`src/rtl/posit_to_float_arbiter.sv`:
```
// posit_to_float_arbiter
// Shares a single posit(n,es) -> IEEE binary64 converter among NUM_REQ
// requesters. Round-robin grant, two pipeline stages (capture, convert),
// valid/ready on both sides, results tagged with the requester index and
// returned in grant order.
// Optional build macro: P2F_ARB_STATS_EN adds saturating class counters
// (zero, NaR, regular conversions) that only rst_i clears.
module posit_to_float_arbiter #(
  parameter int n        = 16,
  parameter int es       = 1,
  parameter int NUM_REQ  = 4,
  parameter int FP_WIDTH = 64
) (
  input  logic                          clk_i,
  input  logic                          rst_i,
  input  logic [NUM_REQ-1:0]            req_valid_i,
  output logic [NUM_REQ-1:0]            req_ready_o,
  input  logic [NUM_REQ*n-1:0]          req_operand_i,
  input  logic                          flush_i,
  output logic                          res_valid_o,
  input  logic                          res_ready_i,
  output logic [FP_WIDTH-1:0]           res_data_o,
  output logic [$clog2(NUM_REQ)-1:0]    res_id_o,
  output logic                          res_special_o,
  output logic                          busy_o
`ifdef P2F_ARB_STATS_EN
  ,
  output logic [15:0]                   stat_zero_cnt_o,
  output logic [15:0]                   stat_nar_cnt_o,
  output logic [31:0]                   stat_conv_cnt_o
`endif
);

  localparam int ID_WIDTH = $clog2(NUM_REQ);
  localparam logic [n-1:0]  POSIT_NAR = {1'b1, {(n-1){1'b0}}};
  localparam logic [63:0]   F64_QNAN  = 64'h7FF8_0000_0000_0000;

  // Posit -> binary64 for every non-zero, non-NaR pattern. The fraction is
  // at most n-1 bits, so for n<=32 it always fits the 52-bit field exactly.
  function automatic logic [63:0] posit_to_f64(input logic [n-1:0] p);
    logic [n-1:0] mag;
    logic [n-2:0] body;
    logic [n-2:0] sh;
    logic [n-2:0] fr;
    logic         rbit;
    logic         in_run;
    int           run;
    int           k;
    int           e;
    int           scale;
    logic [10:0]  bexp;
    logic [51:0]  frac52;
    mag    = p[n-1] ? (~p + 1'b1) : p;
    body   = mag[n-2:0];
    rbit   = body[n-2];
    run    = 0;
    in_run = 1'b1;
    for (int i = n - 2; i >= 0; i--) begin
      if (in_run && (body[i] == rbit)) run = run + 1;
      else in_run = 1'b0;
    end
    k = rbit ? (run - 1) : -run;
    // Drop the regime run and its terminating bit; exponent then fraction follow.
    sh = body << (run + 1);
    e  = 0;
    for (int j = 0; j < es; j++) e = (e * 2) + int'(sh[n-2-j]);
    fr     = sh << es;
    scale  = (k * (1 << es)) + e;
    bexp   = 11'(scale + 1023);
    frac52 = '0;
    frac52[51 -: (n-1)] = fr;
    return {p[n-1], bexp, frac52};
  endfunction

`ifdef P2F_ARB_STATS_EN
  // Saturating increments for the statistics counters.
  function automatic logic [15:0] sat_inc16(input logic [15:0] c);
    return (&c) ? c : c + 16'd1;
  endfunction

  function automatic logic [31:0] sat_inc32(input logic [31:0] c);
    return (&c) ? c : c + 32'd1;
  endfunction
`endif

  logic [ID_WIDTH-1:0] rr_ptr;
  logic [NUM_REQ-1:0]  grant;
  logic [ID_WIDTH-1:0] grant_id;
  logic                grant_found;
  logic                adv1;
  logic                accept;
  logic                hs;
  logic [n-1:0]        cap_op;
  logic [ID_WIDTH-1:0] rr_next;

  logic [n-1:0]        op_p0;
  logic [ID_WIDTH-1:0] id_p0;
  logic                vld_p0;

  logic [63:0]         res_data_p1;
  logic [ID_WIDTH-1:0] res_id_p1;
  logic                res_special_p1;
  logic                vld_p1;

  logic                conv_zero;
  logic                conv_nar;
  logic [63:0]         conv_data;

  // Round-robin grant: first valid requester at or after rr_ptr, wrapping.
  always_comb begin
    grant       = '0;
    grant_id    = '0;
    grant_found = 1'b0;
    for (int off = 0; off < NUM_REQ; off++) begin
      if (!grant_found && req_valid_i[(int'(rr_ptr) + off) % NUM_REQ]) begin
        grant_found = 1'b1;
        grant[(int'(rr_ptr) + off) % NUM_REQ] = 1'b1;
        grant_id = ID_WIDTH'((int'(rr_ptr) + off) % NUM_REQ);
      end
    end
  end

  // S1 can take S0 when the output is empty or being consumed; reset and
  // flush both suppress new captures.
  assign adv1        = vld_p0 & (~vld_p1 | res_ready_i);
  assign accept      = ~rst_i & ~flush_i & (~vld_p0 | adv1);
  assign req_ready_o = grant & {NUM_REQ{accept}};
  assign hs          = |req_ready_o;
  assign cap_op      = req_operand_i[grant_id*n +: n];
  assign rr_next     = (grant_id == ID_WIDTH'(NUM_REQ - 1)) ? '0 : grant_id + 1'b1;

  // Control state: stage valids and arbitration pointer.
  always_ff @(posedge clk_i or posedge rst_i) begin
    if (rst_i) begin
      vld_p0 <= 1'b0;
      vld_p1 <= 1'b0;
      rr_ptr <= '0;
    end else if (flush_i) begin
      vld_p0 <= 1'b0;
      vld_p1 <= 1'b0;
    end else begin
      if (hs) begin
        vld_p0 <= 1'b1;
        rr_ptr <= rr_next;
      end else if (adv1) begin
        vld_p0 <= 1'b0;
      end
      if (adv1) vld_p1 <= 1'b1;
      else if (res_ready_i) vld_p1 <= 1'b0;
    end
  end

  // ---- Stage 0: capture granted operand and its requester index ----
  // Operand capture on handshake.
  always_ff @(posedge clk_i) begin
    if (hs) begin
      op_p0 <= cap_op;
      id_p0 <= grant_id;
    end
  end

  // ---- Stage 1: convert and hold result until consumed ----
  // Combinational conversion of the S0 operand, specials handled first.
  always_comb begin
    conv_zero = (op_p0 == '0);
    conv_nar  = (op_p0 == POSIT_NAR);
    if (conv_zero)     conv_data = '0;
    else if (conv_nar) conv_data = F64_QNAN;
    else               conv_data = posit_to_f64(op_p0);
  end

  // Result registers; cleared on reset so no stale value is ever visible.
  always_ff @(posedge clk_i or posedge rst_i) begin
    if (rst_i) begin
      res_data_p1    <= '0;
      res_id_p1      <= '0;
      res_special_p1 <= 1'b0;
    end else if (adv1 && !flush_i) begin
      res_data_p1    <= conv_data;
      res_id_p1      <= id_p0;
      res_special_p1 <= conv_zero | conv_nar;
    end
  end

  assign res_valid_o   = vld_p1;
  assign res_data_o    = res_data_p1;
  assign res_id_o      = res_id_p1;
  assign res_special_o = res_special_p1;
  assign busy_o        = vld_p0 | vld_p1;

`ifdef P2F_ARB_STATS_EN
  logic [15:0] zero_cnt;
  logic [15:0] nar_cnt;
  logic [31:0] conv_cnt;

  // Per-class conversion counters; conv counts regular (non-special) values.
  always_ff @(posedge clk_i or posedge rst_i) begin
    if (rst_i) begin
      zero_cnt <= '0;
      nar_cnt  <= '0;
      conv_cnt <= '0;
    end else if (adv1 && !flush_i) begin
      if (conv_zero)     zero_cnt <= sat_inc16(zero_cnt);
      else if (conv_nar) nar_cnt  <= sat_inc16(nar_cnt);
      else               conv_cnt <= sat_inc32(conv_cnt);
    end
  end

  assign stat_zero_cnt_o = zero_cnt;
  assign stat_nar_cnt_o  = nar_cnt;
  assign stat_conv_cnt_o = conv_cnt;
`endif

endmodule
```
`config.mk`:
```
export PLATFORM = sky130hd
export DESIGN_NAME = posit_to_float_arbiter
export DESIGN_NICKNAME = d
export VERILOG_FILES = /design/src/rtl/posit_to_float_arbiter.sv
export SDC_FILE = /design/constraint.sdc
export NUM_CORES = 1
export LEC_CHECK = 0
export ABC_AREA = 1
export BUFFER_PORTS_ARGS = -buffer_cell sky130_fd_sc_hd__clkbuf_2
export CAP_MARGIN = 20
export CORE_ASPECT_RATIO = 1.25
export CORE_MARGIN = 5
export CORE_UTILIZATION = 40
export DETAILED_ROUTE_END_ITERATION = 10
export PLACE_DENSITY = 0.69
export SLEW_MARGIN = 30
export SYNTH_ARGS = -nofsm -noshare
export SYNTH_HDL_FRONTEND = slang
export SYNTH_SLANG_ARGS = --single-unit
```
`constraint.sdc`:
```
create_clock -name clk_i -period 22.3 [get_ports clk_i]
set_clock_uncertainty 0.2 [all_clocks]
set_input_delay 5.575 -clock clk_i [delete_from_list [all_inputs] [get_ports clk_i]]
set_output_delay 5.575 -clock clk_i [all_outputs]
set_load 0.1 [all_outputs]
```
==> run metrics, run 1 <==
worst skew pair latency 0.29 ns; number of antenna violations at the first check in global routing 0; global route total overflow 0; Worst Setup Start Kind primary input; Diodes inserted 0; CP max FO 5; most frequent CP cell sky130_fd_sc_hd__inv_1; number of DRC markers in iteration 0 between 300 and 400; number of levels the H-tree was split into 2; count of nets after finishing 1087; worst hold stages 2; Worst Setup Path Type in -> out; post-layout min period ~13 ns; core area between 10000 and 15000 sq um; sequential cell area fraction in the yosys report 23.0%; die height approximately 150 um; deepest clock path buffer count 2; synthesized instance count ~900; pin count of the biggest net entering global routing 36; CTS tree done; number of CTS-inserted buffers 5; area enclosed by the die boundary 17400 sq um; Final setup violation count 0; Clock Sinks 51; # DRC 0; transition time at the pin with the least slew margin 0.820 ns; syn_area_per_cell approximately 6.6 sq um; Yosys Warn Count 0; vias in the first global route around 5.5k; total non-filler cell area in the finished layout around 6600 sq um; maximum capacitance violations 0; data required time at the worst endpoint around 17 ns; Rel. slew slack between 40% and 50%; setup bufs post-CTS 0; Total GRT Usage between 15 and 20%; status complete, no violations; critical path cell sequence clkbuf_2, inv_1, o21ai_0, inv_1, nor2_1, inv_1, nand2_1, inv_1, nand2_1, inv_1, nand2_1, inv_1, a221oi_1, o21ai_0, nand2_1, inv_1, clkbuf_2; effective utilization at floorplan roughly 40%; CTS root buf sky130_fd_sc_hd__clkbuf_16; last weighted congestion value of the routability-driven placer approximately 0.95; number of rows in the core area 49; Crit-path slowest cell sky130_fd_sc_hd__clkbuf_2; number of flops mapped to enable cells by yosys 18; number of max-slew violations in the final report 0; hold_buf cts 0; post-cts repair resize count 0; setup repair after global routing missed its margin no; total via count in the routed design roughly 5.8k; maximum single-stage delay on the critical path approximately 0.36 ns; Tightest Hold Check Type reg -> reg; Worst-path clk slew ~0.070 ns; buffers added on ports approximately 110; depth of the most critical reg-to-reg path 56; average wire per cell in the routed design 11.9 um; Yosys cell types 57; placed inst area 6420 sq um; Initial DRT Pass Iterations 4; capturing element type of the critical path output port; Area growth, synth to finish 10.9%; average via count per standard cell ~5; horizontal die dimension 119 um; post-route setup TNS 0 ns; fraction of registers with async set/reset about two thirds; maximum clock rate between 70 and 80 MHz; final clock period utilization by the worst path approximately three fifths; post-synthesis cell area between 5000 and 6000 sq um; share of final-layout standard cells stronger than drive strength 1 a little under a quarter; # IOs around 150; first-pass GRT wire length around 24000 um; drt total wl 13900 um; Data arrival, critical path about 7.5 ns; HPWL Detailed approximately 12000 um; top flip-flop cell by instance count after synthesis sky130_fd_sc_hd__dfrtp_1; final count of hold timing violations 0; number of storage elements in the synthesis netlist between 50 and 60; Final ANT Viol Nets 0
-- sequential cells by signal (all words and copies together) (netlist names), named ones only --
signal	count
op_p0	16
res_special_o	1
id_p0	2
res_data_o	26
vld_p0	1
res_id_o	2
res_valid_o	1
rr_ptr	1
-- worst paths after layout --
kind | slack [ns] | start | endpoint
worst max-delay path | 9.02 | req_valid_i[3] | req_ready_o[1]
worst min-delay path | 0.25 | id_p0[0] | res_id_o[0]
worst max register to register | 11.68 | op_p0[0] | res_data_o[62]
worst min register to register | 0.25 | id_p0[0] | res_id_o[0]
max in group asynchronous | 16.44 | rst_i | res_data_o[49]
min in group asynchronous | 5.15 | rst_i | rr_ptr[1]
-- metal layers --
metal  share of wire, %  wire, um  track usage (%)
met1                 42      5780             18.8
met2                 50      6990             29.4
met3                5.3       745             2.51
met4                3.0       414             5.97
met5                  0         0                0
-- metrics by stage --
step	instances	util [%]	setup WS, ns	hold WS, ns
2_1_floorplan	940	-	9.39	0.225
3_3_place_gp	1165	44.4	9.17	0.240
3_5_place_dp	1165	44.4	9.09	0.238
4_1_cts	1173	45.4	9.09	0.255
5_1_grt	1173	45.4	8.76	0.294
6_report	1173	45.4	9.02	0.250
-- worst max-delay path, delay by kind of cell --
kind | cells | cell delay [ns]
compound gates | 3 | 0.52
buf+inv | 9 | 0.90
simple gates | 5 | 0.49
-- cell usage after synthesis (all sizes together), types with 17 or more instances --
cell type | count | area share (%)
a21oi | 17 | 1.5
buf | 46 | 5.8
dfrtp | 33 | 14
edfxtp | 18 | 9.1
ha | 21 | 4.4
inv | 112 | 7.1
nand2 | 255 | 18
nand3 | 88 | 9.1
nor2 | 108 | 7.9
o211ai | 17 | 2.2
o21ai | 51 | 4.7
o31ai | 17 | 2.2
or2 | 25 | 2.6
-- cell type report --
cell class	count	area (sq um)
multi-input cells	709	3830
repair buffers	109	553
clock inverters	1	8.76
inverters	118	445
clock buffers	7	143
flip-flops and latches	51	1370
well taps	178	223
fillers	1506	7900
-- logic make-up after synthesis --
logic type | share of synthesized area (%)
buffers and inverters | 14.7
AOI/OAI and AO/OA | 14.0
other | 0.0633
muxes | 0.169
adders and majority gates | 4.43
and+or+nand+nor | 40.9
xor gates and xnor gates | 2.64
DFF | 23.0
-- cell usage in the layout, fill, tap and decap left out, drive strengths merged, types with 18 or more instances in the layout --
cell type | Yosys | layout
clkbuf | 16 | 113
nor2 | 108 | 108
nand2 | 255 | 255
conb | 1 | 38
edfxtp | 18 | 18
nand3 | 88 | 88
inv | 112 | 113
o21ai | 51 | 51
dfrtp | 33 | 33
or2 | 25 | 25
ha | 21 | 21
Power of run 1 is not shown: default switching activity piles up to over one toggle a cycle in this logic, so the estimate is an artifact.
==> inputs of run 2 (changes only) <==
ABC_AREA = 0   (was 1)
PLACE_DENSITY = 0.68   (was 0.69)
clock period = 13.55 ns   (was 22.3 ns; I/O delays follow)
==> run metrics, run 2 <==
Final ANT Viol Nets 0 (unchanged); area of the multi-input gates 4680 sq um (was 3830 sq um); average via count per standard cell 5.74 (was 4.95); effective utilization at floorplan 41.0% (about the same); Area growth, synth to finish 12.1% (was 10.9%); area used by sequential logic in the layout 1370 sq um (unchanged); top cells by area, synth sky130_fd_sc_hd__dfrtp_1, sky130_fd_sc_hd__edfxtp_1, sky130_fd_sc_hd__mux4_2 (was sky130_fd_sc_hd__dfrtp_1, sky130_fd_sc_hd__nand2_1, sky130_fd_sc_hd__edfxtp_1); capturing element type of the critical path register (was output port); Tightest Hold Check Type reg -> reg (unchanged); RR Startpoint op_p0[0] (unchanged); area enclosed by the die boundary 18800 sq um (was 17400 sq um); share of Yosys cell area claimed by the top area cell type 12.8% (was 13.9%); Total GRT Usage 18.7% (was 16.1%); Crit-path slowest cell sky130_fd_sc_hd__or4b_1 (was sky130_fd_sc_hd__clkbuf_2); status complete, no violations (unchanged); final count of hold timing violations 0 (unchanged); final clock period utilization by the worst path between 90 and 100%; cell accounting for the most synthesized area sky130_fd_sc_hd__dfrtp_1 (unchanged); Diodes inserted 0 (unchanged); drt total wl 18000 um (was 13900 um); most common cell after layout, fill and taps aside sky130_fd_sc_hd__clkbuf_2 (was sky130_fd_sc_hd__nand2_1); last weighted congestion value of the routability-driven placer 0.927 (was 0.951); top flip-flop cell by instance count after synthesis sky130_fd_sc_hd__dfrtp_1 (unchanged); number of levels the H-tree was split into 2 (unchanged); most frequent CP cell sky130_fd_sc_hd__ha_1 (was sky130_fd_sc_hd__inv_1); share of final-layout standard cells stronger than drive strength 1 21.7% (was 22.9%); maximum clock rate approximately 79 MHz; dominant cell by count in the synthesized netlist sky130_fd_sc_hd__nand2_1 (unchanged); number of max-slew violations in the final report 0 (unchanged); maximum single-stage delay on the critical path 0.65 ns (was 0.36 ns); # IOs 145 (unchanged); Worst Setup Path Type reg -> reg (was in -> out); Worst Setup Start Kind register (was primary input); count of nets after finishing 969 (was 1087); post-synthesis cell area 6440 sq um (was 5930 sq um); die height 152 um (was 146 um); number of storage elements in the synthesis netlist 51 (unchanged); sequential cell area fraction in the yosys report 21.2% (was 23.0%); core area 15700 sq um (was 14500 sq um); number of flops mapped to enable cells by yosys 18 (unchanged); commonest cells after routing, fill and taps aside sky130_fd_sc_hd__clkbuf_2, sky130_fd_sc_hd__nand2_1, sky130_fd_sc_hd__nor2_1, sky130_fd_sc_hd__a21oi_1, sky130_fd_sc_hd__o21ai_0 (was sky130_fd_sc_hd__nand2_1, sky130_fd_sc_hd__clkbuf_2, sky130_fd_sc_hd__inv_1, sky130_fd_sc_hd__nor2_1, sky130_fd_sc_hd__nand3_1); setup slack, reg-to-reg 0.94 ns (was 11.68 ns); Yosys Warn Count 0 (unchanged); Worst-path clk slew 0.06 ns (was 0.07 ns); horizontal die dimension 123 um (was 119 um); pin count of the biggest net entering global routing 37 (was 36); Initial DRT Pass Iterations 5 (was 4); deepest clock path buffer count 2 (unchanged); Post-synth top cells sky130_fd_sc_hd__nand2_1, sky130_fd_sc_hd__nor2_1, sky130_fd_sc_hd__o21ai_0, sky130_fd_sc_hd__a21oi_1, sky130_fd_sc_hd__buf_4 (was sky130_fd_sc_hd__nand2_1, sky130_fd_sc_hd__inv_1, sky130_fd_sc_hd__nor2_1, sky130_fd_sc_hd__nand3_1, sky130_fd_sc_hd__buf_4); R2R Path End res_data_o[58] (was res_data_o[62]); number of CTS-inserted buffers 5 (unchanged); data required time at the worst endpoint 13.52 ns (was 16.52 ns); Clock Sinks 51 (unchanged); buffers added on ports 106 (unchanged); transition time at the pin with the least slew margin 0.909 ns (was 0.820 ns); vias in the first global route 6082 (was 5465); setup repair after global routing missed its margin no (unchanged); Worst Setup EP res_data_o[58] (was req_ready_o[1]); worst hold stages 2 (unchanged); number of antenna violations at the first check in global routing 0 (unchanged); depth of the most critical reg-to-reg path 49 (was 56); fraction of registers with async set/reset 64.7% (unchanged); CTS tree done (unchanged); synthesized instance count 788 (was 903); Rel. slew slack 39.4% (was 44.8%); global route total overflow 0 (unchanged); first-pass GRT wire length 29300 um (was 24100 um); CTS root buf sky130_fd_sc_hd__clkbuf_16 (unchanged); number of rows in the core area 51 (was 49); number of flip-flops in the largest register 26 (unchanged); average wire per cell in the routed design 16.5 um (was 11.9 um); fillcell total 1570 (was 1506); CP max FO 9 (was 5); hold_buf cts 0 (unchanged); Yosys cell types 88 (was 57); # DRC 0 (unchanged); number of DRC markers in iteration 0 458 (was 305); Final setup violation count 0 (unchanged); worst skew pair latency 0.29 ns (about the same); Data arrival, critical path 12.58 ns (was 7.50 ns); Worst setup startpoint op_p0[0] (was req_valid_i[3]); total via count in the routed design 6245 (was 5809); post-route setup TNS 0 ns (unchanged); post-layout min period about 13 ns; maximum capacitance violations 0 (unchanged); HPWL Detailed 14300 um (was 11600 um); syn_area_per_cell 8.17 sq um (was 6.56 sq um)
-- run 2: changes by cell type after synthesis, moves of 22 or more --
cell / delta
sky130_fd_sc_hd__xnor2_1: +31
sky130_fd_sc_hd__nand3_1: -54
sky130_fd_sc_hd__inv_1: -80
sky130_fd_sc_hd__nand2_1: -141
sky130_fd_sc_hd__a21oi_1: +27
sky130_fd_sc_hd__nor2_1: -28
sky130_fd_sc_hd__mux2i_1: +22
sky130_fd_sc_hd__nand2_2: -30
-- run 2: repair_timing --
item	4_1_cts	5_1_grt
setup buffers	0	2
endpoints found under the hold margin	0	0
gates resized for setup	0	1
setup endpoints to repair	0	5
-- run 2: how the worst min path moves through the flow --
| stage | from | to | slack (ns) |
|---|---|---|---|
| global placement | id_p0[1] | res_id_o[1] | 0.24 |
| floorplan | id_p0[0] | res_id_o[0] | 0.21 |
| CTS | id_p0[0] | res_id_o[0] | 0.26 |
| detailed placement | id_p0[0] | res_id_o[0] | 0.23 |
| finish | id_p0[0] | res_id_o[0] | 0.25 |
| global route | id_p0[0] | res_id_o[0] | 0.28 |
-- run 2: worst max-delay path: cells and delay by family, from the launching register on --
family | cells | cell delay [ns]
and+or+nand+nor | 16 | 3.40
adders and majority gates | 11 | 3.27
AOI/OAI and AO/OA | 11 | 2.07
xor gates and xnor gates | 4 | 1.45
muxes | 5 | 1.27
DFF | 1 | 0.48
buffers and inverters | 2 | 0.33
-- run 2: stage by stage --
step	hold slack [ns]	utilization, %	instance area, sq um	std cells	worst slack (ns)
2_1_floorplan	0.215	-	6580	825	1.82
3_3_place_gp	0.239	44.9	7040	1077	1.12
3_5_place_dp	0.235	44.9	7040	1077	0.747
4_1_cts	0.257	45.7	7180	1084	0.671
5_1_grt	0.282	46.0	7220	1088	0.0676
6_report	0.253	46.0	7220	1088	0.941
-- run 2: per-layer routing --
layer  GRT usage (%)  vias up  part of all wire (%)
met5               0        -                     0
met2            33.0      207                    51
met1            23.1     2934                    41
met3            2.27       35                   4.8
li1                -     3069                     -
met4            6.97        0                   3.4
-- run 2: logic make-up after synthesis --
family          after synthesis  synth area share (%)
xor+xnor                     47                  7.54
mux                          50                  11.5
flops                        51                  21.2
other cells                   1                0.0582
buf+inv                     107                  8.68
fa+ha+maj                    22                  4.24
simple gates                290                  22.8
compound gates              220                  24.0
-- run 2: cell type report --
type / instances / share of cell area [%]
multi-input combinational: 668 / 64.9
clock buffer: 7 / 1.84
timing repair buffer: 126 / 9.40
inverter: 24 / 1.25
sequential: 51 / 18.9
tap: 212 / 3.68
Power of run 2 is left out for the same reason.
==> inputs of run 3 (changes only) <==
CTS_BUF_LIST = sky130_fd_sc_hd__clkbuf_8 sky130_fd_sc_hd__clkbuf_16   (was unset)
==> run metrics, run 3 (synthesis gave the netlist of run 2 again) <==
Diodes inserted 0 (unchanged); die height 152 um (unchanged); number of DRC markers in iteration 0 458 (unchanged); post-route setup TNS 0 ns (unchanged); number of antenna violations at the first check in global routing 0 (unchanged); Crit-path slowest cell sky130_fd_sc_hd__or4b_1 (unchanged); post-layout min period 12.60 ns (was 12.61 ns); most common cell after layout, fill and taps aside sky130_fd_sc_hd__clkbuf_2 (unchanged); horizontal die dimension 123 um (unchanged); worst hold path endpoint res_id_o[0] (unchanged); most frequent CP cell sky130_fd_sc_hd__ha_1 (unchanged); number of rows in the core area 51 (unchanged); depth of the most critical reg-to-reg path 49 (unchanged); Worst Setup Path Type reg -> reg (unchanged); fillcell total 1570 (unchanged); Area growth, synth to finish 12.1% (unchanged); first-pass GRT wire length 29300 um (unchanged); number of CTS-inserted buffers 5 (unchanged); maximum capacitance violations 0 (unchanged); commonest cells after routing, fill and taps aside sky130_fd_sc_hd__clkbuf_2, sky130_fd_sc_hd__nand2_1, sky130_fd_sc_hd__nor2_1, sky130_fd_sc_hd__a21oi_1, sky130_fd_sc_hd__o21ai_0 (unchanged); final count of hold timing violations 0 (unchanged); worst skew pair latency 0.29 ns (about the same); worst hold stages 2 (unchanged); share of final-layout standard cells stronger than drive strength 1 21.7% (unchanged); maximum clock rate 79.3 MHz (about the same); startpoint of the tightest hold check path id_p0[0] (unchanged); number of levels the H-tree was split into 2 (unchanged); Clock Sinks 51 (unchanged); RR Startpoint op_p0[0] (unchanged); Final ANT Viol Nets 0 (unchanged); Total GRT Usage 18.7% (unchanged); Worst-path clk slew 0.06 ns (about the same); buffers added on ports 106 (unchanged); # DRC 0 (unchanged); Tightest Hold Check Type reg -> reg (unchanged); drt total wl 18000 um (about the same); global route total overflow 0 (unchanged); effective utilization at floorplan 41.0% (unchanged); final clock period utilization by the worst path 93.0% (was 93.1%); average via count per standard cell 5.74 (about the same); vias in the first global route 6082 (unchanged); last weighted congestion value of the routability-driven placer 0.927 (unchanged); average wire per cell in the routed design 16.5 um (about the same); Data arrival, critical path 12.58 ns (about the same); setup repair after global routing missed its margin no (unchanged); maximum single-stage delay on the critical path 0.65 ns (about the same); CTS tree done (unchanged); Final setup violation count 0 (unchanged); number of max-slew violations in the final report 0 (unchanged); R2R Path End res_data_o[58] (unchanged); number of flip-flops in the largest register 26 (unchanged); data required time at the worst endpoint 13.52 ns (about the same); Cell Count, Final, Fillers Out 1088 (unchanged); deepest clock path buffer count 2 (unchanged); CTS root buf sky130_fd_sc_hd__clkbuf_16 (unchanged); core area 15700 sq um (unchanged); placed instance count 1077 (unchanged); setup slack, reg-to-reg 0.95 ns (was 0.94 ns); transition time at the pin with the least slew margin 0.909 ns (about the same); HPWL Detailed 14300 um (unchanged); count of nets after finishing 969 (unchanged); Worst Setup Start Kind register (unchanged); capturing element type of the critical path register (unchanged); pin count of the biggest net entering global routing 37 (unchanged); total via count in the routed design 6248 (was 6245); # IOs 145 (unchanged); status complete, no violations (unchanged); Initial DRT Pass Iterations 5 (unchanged); area enclosed by the die boundary 18800 sq um (unchanged); CP max FO 9 (unchanged); Rel. slew slack 39.4% (unchanged)
[run 3: changes by cell type in the layout (fill, tap and decap cells not counted), sizes merged]
cell / change
inv: +2
clkbuf: -2
[run 3: cell type report]
| cell class | instances | area (sq um) | area share [%] |
|---|---|---|---|
| clock buffers | 5 | 125 | 1.73 |
| clock inverters | 2 | 7.51 | 0.104 |
| inverters | 24 | 90.1 | 1.25 |
| multi-input cells | 668 | 4680 | 64.9 |
| flip-flops and latches | 51 | 1370 | 18.9 |
| well taps | 212 | 265 | 3.68 |
| repair buffers | 126 | 678 | 9.40 |
[run 3: worst max-delay path by stage]
stage / end / depth (start not counted) / from / slack, ns
global placement: res_data_o[58] / 51 / op_p0[0] / 1.12
floorplan: res_data_o[58] / 55 / op_p0[0] / 1.82
global route: res_data_o[58] / 51 / op_p0[0] / 0.07
finish: res_data_o[58] / 49 / op_p0[0] / 0.95
CTS: res_data_o[58] / 51 / op_p0[0] / 0.67
detailed placement: res_data_o[58] / 51 / op_p0[0] / 0.75
[run 3: through the flow]
stage / area (sq um) / setup WS, ns / utilization [%] / hold slack [ns]
after CTS: 7180 / 0.671 / 45.7 / 0.257
after floorplan: 6580 / 1.82 / - / 0.215
after global placement: 7040 / 1.12 / 44.9 / 0.239
after global routing: 7220 / 0.0675 / 46.0 / 0.282
final: 7220 / 0.947 / 46.0 / 0.253
after detailed placement: 7040 / 0.747 / 44.9 / 0.235
[run 3: critical path: cells and delay by family, from the launching register on]
family,cells,cell delay (ns)
mux,5,1.27
compound gates,11,2.07
fa+ha+maj,11,3.26
flops,1,0.48
xor+xnor,4,1.45
buf+inv,2,0.33
simple gates,16,3.40
[run 3: layer usage]
layer | GRT usage [%] | part of all wire, % | vias to the layer above | wire length [um]
met3 | 2.27 | 4.8 | 35 | 861
met4 | 6.97 | 3.4 | 0 | 609
met2 | 33.0 | 51 | 207 | 9110
met5 | 0 | 0 | - | 0
li1 | - | - | 3070 | -
met1 | 23.1 | 41 | 2936 | 7390
[run 3: repair_timing]
item | CTS | global route
hold buffers | 0 | 0
gates resized for setup | 0 | 1
buffers inserted | 0 | 2
setup endpoints to repair | 0 | 5
Power of run 3 is left out for the same reason.
